[config.mk]
export PLATFORM = sky130hd
export DESIGN_NAME = mod_updown_counter
export DESIGN_NICKNAME = d
export VERILOG_FILES = /design/src/rtl/mod_updown_counter.sv
export SDC_FILE = /design/constraint.sdc
export NUM_CORES = 1
export LEC_CHECK = 0
export BUFFER_PORTS_ARGS = -buffer_cell sky130_fd_sc_hd__clkbuf_2
export CAP_MARGIN = 15
export CORE_AREA = 2 2 39 41
export CTS_CLUSTER_DIAMETER = 40
export DETAILED_ROUTE_END_ITERATION = 10
export DIE_AREA = 0 0 41 43
export PLACE_DENSITY = 0.65
export SLEW_MARGIN = 15
export SYNTH_ARGS = -nofsm -noshare
export SYNTH_HDL_FRONTEND = slang
export SYNTH_SLANG_ARGS = --single-unit
[constraint.sdc]
create_clock -name clk -period 1.55 [get_ports clk]
set_clock_uncertainty 0.1 [all_clocks]
set_input_delay 0.0775 -clock clk [delete_from_list [all_inputs] [get_ports clk]]
set_output_delay 0.0775 -clock clk [all_outputs]
set_load 0.03 [all_outputs]
[src/rtl/mod_updown_counter.sv]
// mod_updown_counter: synchronous modulo-MODULUS up/down counter with clear, load, wrap/saturate
// and status flags. Define MOD_COUNTER_COMPARE_EN to add the cmp_val/match comparator.
module mod_updown_counter #(
  parameter int WIDTH    = 4,
  parameter int MODULUS  = 16,
  parameter int SATURATE = 0
) (
  input  logic             clk,
  input  logic             reset,
  input  logic             en,
  input  logic             up,
  input  logic             clr,
  input  logic             load,
  input  logic [WIDTH-1:0] load_val,
`ifdef MOD_COUNTER_COMPARE_EN
  input  logic [WIDTH-1:0] cmp_val,
`endif
  output logic [WIDTH-1:0] q,
  output logic             tc,
  output logic             wrap_p,
  output logic             ovf
`ifdef MOD_COUNTER_COMPARE_EN
  ,
  output logic             match
`endif
);

  localparam logic [WIDTH-1:0] MAX_Q = WIDTH'(MODULUS - 1);

  if ((MODULUS < 2) || (longint'(MODULUS) > (longint'(1) << WIDTH))) begin : g_bad_modulus
    $error("mod_updown_counter: MODULUS=%0d outside 2..2**WIDTH (WIDTH=%0d)", MODULUS, WIDTH);
  end

  // Out-of-range load values clamp to the top of the count range.
  function automatic logic [WIDTH-1:0] clamp_load(input logic [WIDTH-1:0] v);
    return (v > MAX_Q) ? MAX_Q : v;
  endfunction

  logic             at_max;
  logic             at_min;
  logic [WIDTH-1:0] q_nxt;
  logic             wrap_nxt;
  logic             ovf_nxt;

  assign at_max = (q == MAX_Q);
  assign at_min = (q == '0);
  assign tc     = en & ((up & at_max) | (~up & at_min));

  always_comb begin
    q_nxt    = q;
    wrap_nxt = 1'b0;
    ovf_nxt  = ovf;
    if (clr) begin
      q_nxt   = '0;
      ovf_nxt = 1'b0;
    end else if (load) begin
      q_nxt = clamp_load(load_val);
    end else if (en) begin
      if (up) begin
        if (!at_max) begin
          q_nxt = q + 1'b1;
        end else begin
          q_nxt    = (SATURATE != 0) ? MAX_Q : '0;
          wrap_nxt = 1'b1;
          ovf_nxt  = 1'b1;
        end
      end else begin
        if (!at_min) begin
          q_nxt = q - 1'b1;
        end else begin
          q_nxt    = (SATURATE != 0) ? '0 : MAX_Q;
          wrap_nxt = 1'b1;
          ovf_nxt  = 1'b1;
        end
      end
    end
  end

  // State register
  always_ff @(posedge clk or negedge reset) begin
    if (!reset) begin
      q      <= '0;
      wrap_p <= 1'b0;
      ovf    <= 1'b0;
    end else begin
      q      <= q_nxt;
      wrap_p <= wrap_nxt;
      ovf    <= ovf_nxt;
    end
  end

`ifdef MOD_COUNTER_COMPARE_EN
  // Compare against the next count so match lines up with the q it describes.
  always_ff @(posedge clk or negedge reset) begin
    if (!reset) begin
      match <= 1'b0;
    end else begin
      match <= (q_nxt == cmp_val);
    end
  end
`endif

endmodule

=== Yosys cells after proc, flatten, opt, wreduce, memory -nomap -nowiden ===
Index checks and enable logic that the tools add are counted.
W data, S select, Z words.

* Register bits: 6
* Output and inout bits: 7
* Word-level logic and storage cells: 38

* $add $sub $neg: 2
* Magnitude comparators: 1
* Equality and inequality tests: 3
* Mux-type cells: 19
* Bitwise operators: 5
* Reductions and logical operators: 5

{| class="wikitable"
|+ Operator list
! operator !! number
|-
| $mux W4 || 7
|-
| $mux W1 || 12
|-
| $reduce_bool A3 Y1 || 2
|-
| $add A4 B1 Y4 const B || 1
|-
| $eq A4 B4 Y1 const B || 1
|-
| $gt A4 B4 Y1 const B || 1
|-
| $logic_not A4 Y1 || 1
|-
| $reduce_and A4 Y1 || 1
|-
| $sub A4 B1 Y4 const B || 1
|-
| $and A1 B1 Y1 || 3
|-
| $ne A3 B1 Y1 const B || 1
|-
| $ne A2 B2 Y1 const B || 1
|-
| $reduce_bool A2 Y1 || 1
|-
| $not A1 Y1 || 1
|-
| $or A1 B1 Y1 || 1
|}

=== Logic depth before layout (Yosys ltp) ===
* Depth after elaboration: 6
* Mapped depth: 6

=== Worst setup path before layout ===
Ideal clock, no wire load.

* Kind: register -> register
* Start: register q[0]
* End: register q[3]
* Library setup time: 130 ps
* Arrival time: 1487 ps
* Data required time: 1320 ps
* Path slack: -167 ps
* Cell stages (with the launch flop): 6
* Path buffers: 0
* Path through: dfrtp_1 > inv_1 > ha_1 > a2111oi_0 > a311o_1 > a21oi_2

* Cells in the longest elaborated chain, start to end: 6

{| class="wikitable"
|+ Ends and longest elaborated chain
! item !! line !! RTL
|-
| from (decl) || 18 || <nowiki>output logic [WIDTH-1:0] q,</nowiki>
|-
| from (signal assigned) || 86 || <nowiki>q <= q_nxt;</nowiki>
|-
| $sub A4 B1 Y4, or another cell as far along || 69 || <nowiki>q_nxt = q - 1'b1;</nowiki>
|-
| $mux W4 (on tied branches) || 68, 60 ||
|-
| $mux W4 * || 59 || <nowiki>if (up) begin</nowiki>
|-
| $mux W4 * || 58 || <nowiki>end else if (en) begin</nowiki>
|-
| $mux W4 * || 56 || <nowiki>end else if (load) begin</nowiki>
|-
| $mux W4 * || 53 || <nowiki>if (clr) begin</nowiki>
|}

Every way passes the cells marked *; elsewhere a longest branch is shown, timed or not. The select of a mux whose other input is x is not followed.
A chain may end at the register's enable or synchronous reset.

=== Worst setup path in the final report ===
* Start: register q[1]
* End: output port tc

* Cells in the longest elaborated chain, start to end: 4

{| class="wikitable"
|+ Ends and longest elaborated chain
! item !! line !! RTL
|-
| $eq A4 B4 Y1 or $logic_not A4 Y1 (tied branches) || 45, 46 ||
|-
| $and A1 B1 Y1 || 47 || <nowiki>assign tc = en & ((up & at_max) | (~up & at_min));</nowiki>
|-
| $or A1 B1 Y1 * || 47 ||
|-
| $and A1 B1 Y1 * || 47 ||
|-
| to (decl) || 19 || <nowiki>output logic tc,</nowiki>
|}

Every way passes the cells marked *; elsewhere a longest branch is shown, timed or not.

==> metrics.cfg <==
[status]
outcome = complete, but fails checks
violations = setup timing

[detailed_routing]
drtAntennaViolNets = 0
wl_um = 1273
vias_per_cell = 4.905
vias = 466
wl_per_cell_um = 13.40
drt_first_pass_iters = 3
remaining_drc_errors = 0
drt_iter0_drc = 2

[timing]
slew_headroom_pct = 82.05
tightest_slew_ns = 0.2669
setup_viol_count_final = 3
layout_setup_ws_ns = -0.06643
drv_slew = 0
min_period_ns = 1.616
hold_viol = 0
rsz0062_at_grt = true
max_freq_mhz = 618.6
timing.final.crit_share_pct = 104.3

[power_and_ir_drop]
ir_drop_v = 0.0003594
pwr-share-seq_pct = 34.3
intPower_mw = 0.3593
p_leak_nw = 0.3409
p_switching_mw = 0.1848
pwr-share-clk_pct = 28.8
power_frac_comb_pct = 36.8
sw_frac_of_total_pct = 33.96
power.density_nw_per_um2 = 743.3

[die]
die_w_um = 41
num_rows = 14
core_um2 = 1384
io_pins = 17
start_util_pct = 33.09
die_h_um = 43
die_area_um2 = 1763

[global_route]
gr-total-overflow = 0
grt_antenna_before_repair = 0
grt_max_degree = 12
first_global_vias = 478
grt_first_pass_wirelength_um = 2083
grt.total_usage_pct = 17.51

[place]
placed_cells = 85
dp_hpwl_um = 834.3
dpl-instance-area_um2 = 569.3
gp_congestion = 0.7179
portBuffers = 16

[layout]
fin_nets = 92
final_area_um2 = 732.0
synthToLayoutAreaGrowth_pct = 59.84
diodes = 0
layout_common_cells = 15 x clkbuf_2, 6 x inv_1, 6 x buf_4
drive_gt1_share_pct = 50.63
stdcell_count = 95
final_common_cell = clkbuf_2

[clock_network]
clock-sinks = 6
insertion_delay_ns = 0.25
cts.clk_slew.worst_paths_ns = 0.05
clockBufferDepth = 2
cts-buffers-inserted = 3
cts-root-buf = clkbuf_4
htree_levels = 1
cts_tree = built

[yosys]
synth.avg_cell_area_um2 = 8.640
synthCells = 53
synth.distinct_cells = 29
synth_seq_area_share_pct = 32.79
ys_ff_latch = 6
syn_area_um2 = 457.9
yosys_warnings = 0
synthesis.nets = 65

[worst_setup_path]
cp-start-kind = flip-flop
crit_type = reg -> out
ff2ff_setup_slack_ns = -0.01
rr_worst_depth = 7
r2r-end = q[0]$_DFFE_PN0P_
cp.arrival_ns = 1.44
reg2reg_from = q[1]$_DFFE_PN0P_
cp_max_fo = 4
cp-end-kind = output port
cp.required_ns = 1.37

[job]
max_cap_viol_count = 0

[min_path]
min_path_cells = 4
min_to = q[2]$_DFFE_PN0P_
worstHoldStart = load_val[2]
hold_class = in -> reg

[cells by family after synthesis]
family | synth area share [%]
adders and majority gates | 5.464
DFF | 32.79
xor gates and xnor gates | 3.826
AOI/OAI and AO/OA | 22.13
and+or+nand+nor | 20.49
buffers and inverters | 10.93
muxes | 4.372
[area by class of cell]
cell class                 count  area, µm²
clock buffer                   4      26.28
fill                         131      651.9
inverter                       8      30.03
multi-input combinational     36      335.3
sequential                     6      153.9
tap                           16      20.02
timing repair buffer          25      166.4
[power groups by stage]
stage / Clock [mW] / Sequential (mW) / Combinational (mW)
6_report: 0.157 / 0.187 / 0.200
4_1_cts: 0.168 / 0.184 / 0.178
5_1_grt: 0.176 / 0.188 / 0.217
3_5_place_dp: 0 / 0.184 / 0.152
2_1_floorplan: 0 / 0.203 / 0.0851
3_3_place_gp: 0 / 0.183 / 0.150
[flip-flops by register name (all words and copies together), names as in the netlist]
signal	count
ovf	1
q	4
wrap_p	1
[metrics by stage]
stage	utilization (%)	total power [mW]	setup TNS, ns	worst slack (ns)	hold WS, ns
5_1_grt	52.89	0.5813	-0.3865	-0.1400	0.06480
3_5_place_dp	41.14	0.3359	0	0.02903	-0.1865
3_3_place_gp	41.14	0.3332	0	0.05110	-0.1894
2_1_floorplan	-	0.2878	-0.01620	-0.01087	-0.3181
6_report	52.89	0.5441	-0.09012	-0.06643	0.04870
4_1_cts	49.82	0.5303	-0.1704	-0.08322	0.03917
[how the worst max path moves through the flow]
stage / startpoint / to / depth (start not counted)
floorplan: q[0]$_DFFE_PN0P_ / q[0]$_DFFE_PN0P_ / 6
global placement: q[1]$_DFFE_PN0P_ / q[0]$_DFFE_PN0P_ / 6
detailed placement: q[0]$_DFFE_PN0P_ / tc / 5
CTS: q[1]$_DFFE_PN0P_ / tc / 6
global route: q[1]$_DFFE_PN0P_ / tc / 6
finish: q[1]$_DFFE_PN0P_ / tc / 6
[synth_stat cells, drive strengths merged]
cell type | n | area share (%)
nor2b | 1 | 1.4
a311o | 1 | 2.2
nor2 | 4 | 3.3
o31a | 1 | 1.9
inv | 8 | 6.6
a21oi | 4 | 5.2
a31oi | 1 | 1.4
o31ai | 1 | 1.6
nor3 | 3 | 3.3
xnor2 | 2 | 3.8
o21a | 1 | 1.6
nor4b | 1 | 3.3
o21ai | 2 | 2.2
mux2i | 2 | 4.4
and4 | 1 | 1.9
a41oi | 1 | 1.9
nand2 | 3 | 2.5
dfrtp | 6 | 33
nor4 | 1 | 1.4
clkbuf | 1 | 0.82
ha | 2 | 5.5
o21ba | 1 | 2.2
buf | 2 | 3.6
a2111oi | 1 | 1.9
and4b | 1 | 2.2
nand2b | 1 | 1.4
[worst max-delay path: stages, from the launching register on]
cell	delay (ns)
dfrtp_2	0.44
inv_2	0.08
ha_4	0.13
nor4b_4	0.23
o21ai_2	0.11
inv_1	0.08
buf_8	0.12
[layer usage]
layer,global-route usage [%],share of wire [%]
met4,10.00,0
met2,28.75,55
met3,0,1.5
met1,21.78,43
met5,0,0
[what timing repair did]
| action | in CTS | in global routing |
|---|---|---|
| endpoints found under the setup margin | 1 | 7 |
| pin swaps | 2 | 10 |
| hold endpoints to repair | 9 | 0 |
| cloned | 0 | 0 |
| hold buffers | 2 | 0 |
| setup buffers | 5 | 0 |
| gates resized for setup | 7 | 11 |
Power figures use the tool's default switching activity.
